<file path="config.mk">
export PLATFORM = sky130hd
export DESIGN_NAME = tape_rec_flat
export DESIGN_NICKNAME = d
export VERILOG_FILES = /design/src/rtl/tape_rec_if.sv /design/src/rtl/tape_rec.sv /design/src/flat_wrapper.sv
export SDC_FILE = /design/constraint.sdc
export NUM_CORES = 1
export LEC_CHECK = 0
export BUFFER_PORTS_ARGS = -buffer_cell sky130_fd_sc_hd__buf_2
export CAP_MARGIN = 20
export CORE_ASPECT_RATIO = 1.5
export CORE_UTILIZATION = 35
export CTS_CLUSTER_DIAMETER = 150
export DETAILED_ROUTE_END_ITERATION = 6
export GPL_TIMING_DRIVEN = 1
export PLACE_DENSITY_LB_ADDON = 0.2
export SLEW_MARGIN = 20
export SYNTH_ARGS = -nofsm -noshare
export SYNTH_HDL_FRONTEND = slang
export SYNTH_SLANG_ARGS = --single-unit
export TNS_END_PERCENT = 20
</file>
<file path="constraint.sdc">
create_clock -name clk -period 2.48 [get_ports clk]
set_input_delay 0.372 -clock clk [delete_from_list [all_inputs] [get_ports clk]]
set_output_delay 0.372 -clock clk [all_outputs]
set_load 0.02 [all_outputs]
</file>
<file path="src/rtl/tape_rec_if.sv">
// tape_rec_if: tape RAM write port driven by the cassette recorder.
interface tape_rec_if;
    logic [15:0] addr;
    logic [7:0]  data;
    logic        we;
    modport master(output addr, data, we);
    modport slave(input addr, data, we);
endinterface

</file>
<file path="src/rtl/tape_rec.sv">
// tape_rec: measures cassette-out periods, decodes framed bytes (start 0, 8 bits MSB first, 2 stop 1s)
// and writes them into the tape RAM through the write-port interface.
module tape_rec #(
    parameter int CNT_W      = 8,
    parameter int MIN_PERIOD = 4,
    parameter int BIT_THRESH = 16,
    parameter int MAX_PERIOD = 64
) (
    input  logic        clk,
    input  logic        reset_n,
    input  logic        ce_tape,
    input  logic        rec,
    input  logic        cass_in,
    tape_rec_if.master  ram,
    output logic [15:0] length,
    output logic        busy,
    output logic        done,
    output logic        err,
    output logic        full
);
    typedef enum logic [2:0] {IDLE, HUNT, DATA, STOP1, STOP2, WRITE} state_t;
    localparam logic [CNT_W-1:0] MIN = CNT_W'(MIN_PERIOD);
    localparam logic [CNT_W-1:0] THR = CNT_W'(BIT_THRESH);
    localparam logic [CNT_W-1:0] MAX = CNT_W'(MAX_PERIOD);
    state_t r_state, w_next;
    logic r_s1, r_s2, r_prev, r_we, r_done, r_err, r_full;
    logic [CNT_W-1:0] r_cnt;
    logic [7:0] r_sr, r_data;
    logic [2:0] r_idx;
    logic [15:0] r_length, r_addr;
    logic w_rise, w_bv, w_bit, w_tmo, w_abort, w_arm, w_shift, w_bad, w_write, w_stop;
    assign w_rise  = ce_tape && r_s2 && !r_prev;
    // a saturated count never yields a bit, so the first edge after arming is dropped
    assign w_bv    = w_rise && r_cnt >= MIN && r_cnt < MAX;
    assign w_bit   = r_cnt < THR;
    assign w_tmo   = ce_tape && !w_rise && r_cnt == MAX - 1'b1;
    assign w_abort = r_state inside {HUNT, DATA, STOP1, STOP2} && (!rec || (w_tmo && r_length != 16'd0));
    always_ff @(posedge clk or negedge reset_n)
        if (!reset_n) r_state <= IDLE;
        else r_state <= w_next;
    always_comb begin
        w_next  = r_state;
        w_arm   = 1'b0;
        w_shift = 1'b0;
        w_bad   = 1'b0;
        w_write = 1'b0;
        w_stop  = 1'b0;
        if (r_state == IDLE) begin
            w_arm  = rec;
            w_next = rec ? HUNT : IDLE;
        end else if (w_abort) begin
            w_stop = 1'b1;
            w_next = IDLE;
        end else if (w_tmo) begin
            w_next = HUNT;
        end else begin
            case (r_state)
                HUNT:  w_next = (w_bv && !w_bit) ? DATA : HUNT;
                DATA: begin
                    w_shift = w_bv;
                    w_next  = (w_bv && r_idx == 3'd7) ? STOP1 : DATA;
                end
                STOP1: begin
                    w_bad  = w_bv && !w_bit;
                    w_next = !w_bv ? STOP1 : w_bit ? STOP2 : HUNT;
                end
                STOP2: begin
                    w_bad  = w_bv && !w_bit;
                    w_next = !w_bv ? STOP2 : w_bit ? WRITE : HUNT;
                end
                WRITE: begin
                    w_write = 1'b1;
                    w_next  = HUNT;
                end
                default: w_next = IDLE;
            endcase
        end
    end
    always_ff @(posedge clk or negedge reset_n)
        if (!reset_n) begin
            {r_s1, r_s2, r_prev, r_we, r_done, r_err, r_full} <= '0;
            r_cnt    <= '0;
            r_sr     <= '0;
            r_data   <= '0;
            r_idx    <= '0;
            r_length <= '0;
            r_addr   <= '0;
        end else begin
            r_s1   <= cass_in;
            r_s2   <= r_s1;
            r_done <= w_stop;
            r_we   <= w_write && !r_full;
            if (ce_tape) r_prev <= r_s2;
            if (w_arm) r_cnt <= MAX;
            else if (ce_tape) r_cnt <= w_rise ? CNT_W'(1) : (r_cnt == MAX ? MAX : r_cnt + 1'b1);
            if (r_state == HUNT) r_idx <= '0;
            else if (w_shift) r_idx <= r_idx + 1'b1;
            if (w_shift) r_sr <= {r_sr[6:0], w_bit};
            if (w_bad) r_err <= 1'b1;
            if (w_arm) begin
                r_length <= '0;
                r_addr   <= '0;
                r_err    <= 1'b0;
                r_full   <= 1'b0;
            end
            // the last RAM slot is written, then length sticks at 0xFFFF instead of wrapping
            if (w_write && !r_full) begin
                r_addr <= r_length;
                r_data <= r_sr;
                if (r_length == 16'hFFFF) r_full <= 1'b1;
                else r_length <= r_length + 1'b1;
            end
        end
    assign ram.addr = r_addr;
    assign ram.data = r_data;
    assign ram.we   = r_we;
    assign length   = r_length;
    assign busy     = r_state != IDLE;
    assign done     = r_done;
    assign err      = r_err;
    assign full     = r_full;
endmodule

</file>
<file path="src/flat_wrapper.sv">
// flat-port wrapper written by rule: the top's interface ports become plain ports
module tape_rec_flat 
#(
    parameter int CNT_W      = 8,
    parameter int MIN_PERIOD = 4,
    parameter int BIT_THRESH = 16,
    parameter int MAX_PERIOD = 64
)
  (clk, reset_n, ce_tape, rec, cass_in, length, busy, done, err, full, ram_addr, ram_data, ram_we);
  tape_rec_if ram_i ();
  input  logic clk;
  input  logic reset_n;
  input  logic ce_tape;
  input  logic rec;
  input  logic cass_in;
  output logic [15:0] length;
  output logic busy;
  output logic done;
  output logic err;
  output logic full;
  output wire logic [$bits(ram_i.addr)-1:0] ram_addr;
  output wire logic [$bits(ram_i.data)-1:0] ram_data;
  output wire logic [$bits(ram_i.we)-1:0] ram_we;
  assign ram_addr = ram_i.addr;
  assign ram_data = ram_i.data;
  assign ram_we = ram_i.we;
  tape_rec #(.CNT_W(CNT_W), .MIN_PERIOD(MIN_PERIOD), .BIT_THRESH(BIT_THRESH), .MAX_PERIOD(MAX_PERIOD)) u_core (.clk(clk), .reset_n(reset_n), .ce_tape(ce_tape), .rec(rec), .cass_in(cass_in), .ram(ram_i), .length(length), .busy(busy), .done(done), .err(err), .full(full));
endmodule
</file>
==> metrics.csv <==
metric;value;unit
outcome;completed;
Hold Fails Final Rpt;0;
leakage power;2.18;nW
GP Congestion;0.887;
CTS tree;built;
top_reg_cell synth;dfrtp_1;
Worst setup endpoint;u_core.length[4]$_DFF_PN0_;
Area Growth Syn to Fin;24.0;%
XOR/XNOR share of the synthesized area;0.0127;
die height;123;um
Worst R2R End;u_core.length[4]$_DFF_PN0_;
final setup fails;0;
syn nets;372;
# H-tree levels;3;
Post-DRT Antenna Nets;0;
Peak VDD IR;0.411;mV
CP max stage delay;0.55;ns
crit end category;flop;
I/O pins;50;
final net count;433;
Root Buffer;clkbuf_16;
Die ar.;0.0102;mm^2
total CTS buffers;9;
Fmax;432;MHz
post-synthesis cell area;0.00344;mm^2
share of cells above drive strength 1;0.265;
Vias per Instance;5.44;
CP startpoint;u_core.length[0]$_DFF_PN0_;
Worst-Skew Late Latency;0.34;ns
CP max stage cell;or4_4;
GRT Overall Usage;0.181;
adder-cell area share of the yosys netlist;0.0218;
Post-synth EDFFs;0;
syn avg cell area;9.53;um^2
CP startpoint kind;flop;
global-route wire length before repair;14400;um
multiplexer share of the synthesized area;0.0353;
Cell Pwr Density;690;mW/mm^2
crit path max fanout;8;
worst r2r path cells;6;
share of the synthesized area in the top cell type;0.502;
Clock Path Buffers;2;
clk_skew;0.00915;ns
Post-Route Utilization;0.443;
DR pass1 iterations;4;
FF-to-FF Start;u_core.length[0]$_DFF_PN0_;
GRT overflow;0;
Synth Instances;361;
synth top area cells;dfrtp_1 (50%), nand2_1 (8.1%), nand3_1 (3.9%), mux2_2 (2.6%), o21ai_0 (2.5%);
max-slew violation count;0;
fin crit period;2.32;ns
fin crit share;0.934;
#FFs+latches synth;69;
std cell rows;44;
DP HPWL;6100;um
die extent in x;83.0;um
Max Cap Viol;0;
initial DRC count;169;
TritonCTS Sinks;69;
register area share after synthesis;0.502;
# DRC;0;
relative slew slack;0.662;
number of global-route vias before repair;2917;
Port Buf Inserts;49;
RSZ-0062 raised after global routing;false;
simple-gate portion of the synthesized area;0.256;
diode count;0;
hold buffers post-CTS;0;
DR WL/cell;16.1;um
CP Depth;6;
main combinational cell family by area after synthesis;simple AND/OR/NAND/NOR gates;
Synth area leader;dfrtp_1;
min-delay worst type;in -> async;
largest net degree at the start of global routing;70;
final wirelength;8750;um
Crit path max-delay family;simple AND/OR/NAND/NOR gates;
Compound-Gate Fraction of Synth Area;0.133;
Worst Max-Slew Pin Slew;0.506;ns
most frequent cell after synthesis;nand2_1;
core footprint;0.00963;mm^2
antenna violations before repair;0;
critical path, cell by cell;ha_1, nand3_2, or3_1, or4_4, a21oi_4, a22o_2;
Worst Path Required;2.75;ns
Yosys cell types;60;
Post-synth top cells;nand2_1 (74), dfrtp_1 (69), nand3_1 (27);
Initial Utilization;0.357;
Post-CTS Resized;0;
setup TNS;0;ns
fillcell total;933;
CP Buf/Inv Count;0;
Worst EP arrival;2.59;ns
R2R setup slack;0.16;ns
WS Path Type;reg -> reg;
via count;2946;
postcts setup bufs;0;
async set-reset flop share out of synthesis;1.00;
clock slew seen by the registers of the worst setup and hold paths;0.06;ns
synth warn;0;
flip-flops by register name (all words and copies together), names as in the netlist:
register and cells:
u_core.done 1, u_core.err 1, u_core.full 1, u_core.length 16, u_core.r_cnt 8, u_core.r_idx 3
u_core.r_prev 1, u_core.r_s1 1, u_core.r_s2 1, u_core.r_sr 8, u_core.r_state 3, u_core.ram.addr 16
u_core.ram.data 8, u_core.ram.we 1
worst min path at each step:
stage,start,slack (ns),endpoint,cells past startpoint
4_1_cts,reset_n,0.07,u_core.ram.data[2]$_DFFE_PN0P_,2
5_1_grt,reset_n,0.09,u_core.r_s1$_DFF_PN0_,2
3_5_place_dp,u_core.r_s1$_DFF_PN0_,0.34,u_core.r_s2$_DFF_PN0_,0
6_report,reset_n,0.06,u_core.r_s2$_DFF_PN0_,2
2_1_floorplan,reset_n,0.08,u_core.done$_DFF_PN0_,0
3_3_place_gp,u_core.r_s1$_DFF_PN0_,0.34,u_core.r_s2$_DFF_PN0_,0
metrics by stage:
stage          cells  hold slack [ns]  cell area [um^2]  total power [W]  setup slack, ns
4_1_cts          542           0.0681              4270          0.00298            0.161
2_1_floorplan    361           0.0764              3440          0.00141            0.146
3_3_place_gp     526            0.336              3940          0.00153            0.220
5_1_grt          542           0.0876              4270          0.00308           0.0182
3_5_place_dp     526            0.336              3940          0.00154            0.178
6_report         542           0.0604              4270          0.00295            0.164
metal layers:
layer  share of wire  up-vias  global-route usage
met5               0        -                   0
li1                -     1409                   -
met2            0.51       74               0.315
met1            0.43     1445               0.214
met4           0.029        0               0.102
met3           0.033       18              0.0274
power breakdown:
part	internal (W)	switching, W
Clock	0.000915	0.000514
Sequential	0.00116	0.0000319
Combinational	0.000116	0.000213
Total	0.00219	0.000760
layout make-up:
| cell class | count | area (um^2) | share of cell area |
|---|---|---|---|
| Sequential cell | 69 | 1730 | 0.405 |
| Multi-Input combinational cell | 260 | 1580 | 0.371 |
| Timing Repair Buffer | 72 | 443 | 0.104 |
| Clock buffer | 10 | 239 | 0.0560 |
| Tap cell | 115 | 144 | 0.0337 |
| Clock inverter | 6 | 93.8 | 0.0220 |
| Inverter | 10 | 37.5 | 0.00880 |
cell families after synthesis:
logic type,Yosys count
compound gates,67
xor+xnor,5
fa+ha+maj,6
buf+inv,32
flops,69
mux,11
simple gates,171
placed cells by master (no fill, tap or decap), types with 2 or more instances in the layout:
cell type and instances:
buf_2 49, a21o_1 4, inv_1 10, o21ai_0 17, nor4_1 5, buf_4 21, nand4_1 2, and4_2 2
ha_1 6, a31oi_1 2, clkbuf_16 9, or3_1 5, clkinv_4 2, a22o_2 2, dfrtp_1 69, a21oi_1 12
o21a_1 2, o31a_1 2, nor2_1 12, a211oi_1 2, bufinv_16 2, a221o_1 4, nor3b_1 4, nand2b_1 3
and4_1 2, nor3_1 11, mux2i_1 2, o31ai_1 2, nor4b_1 6, nand2_1 74, and3_1 7, mux2_2 8
o22ai_1 5, nand3_1 27, xnor2_1 4, buf_12 2
(Power assumes the default switching activity.)
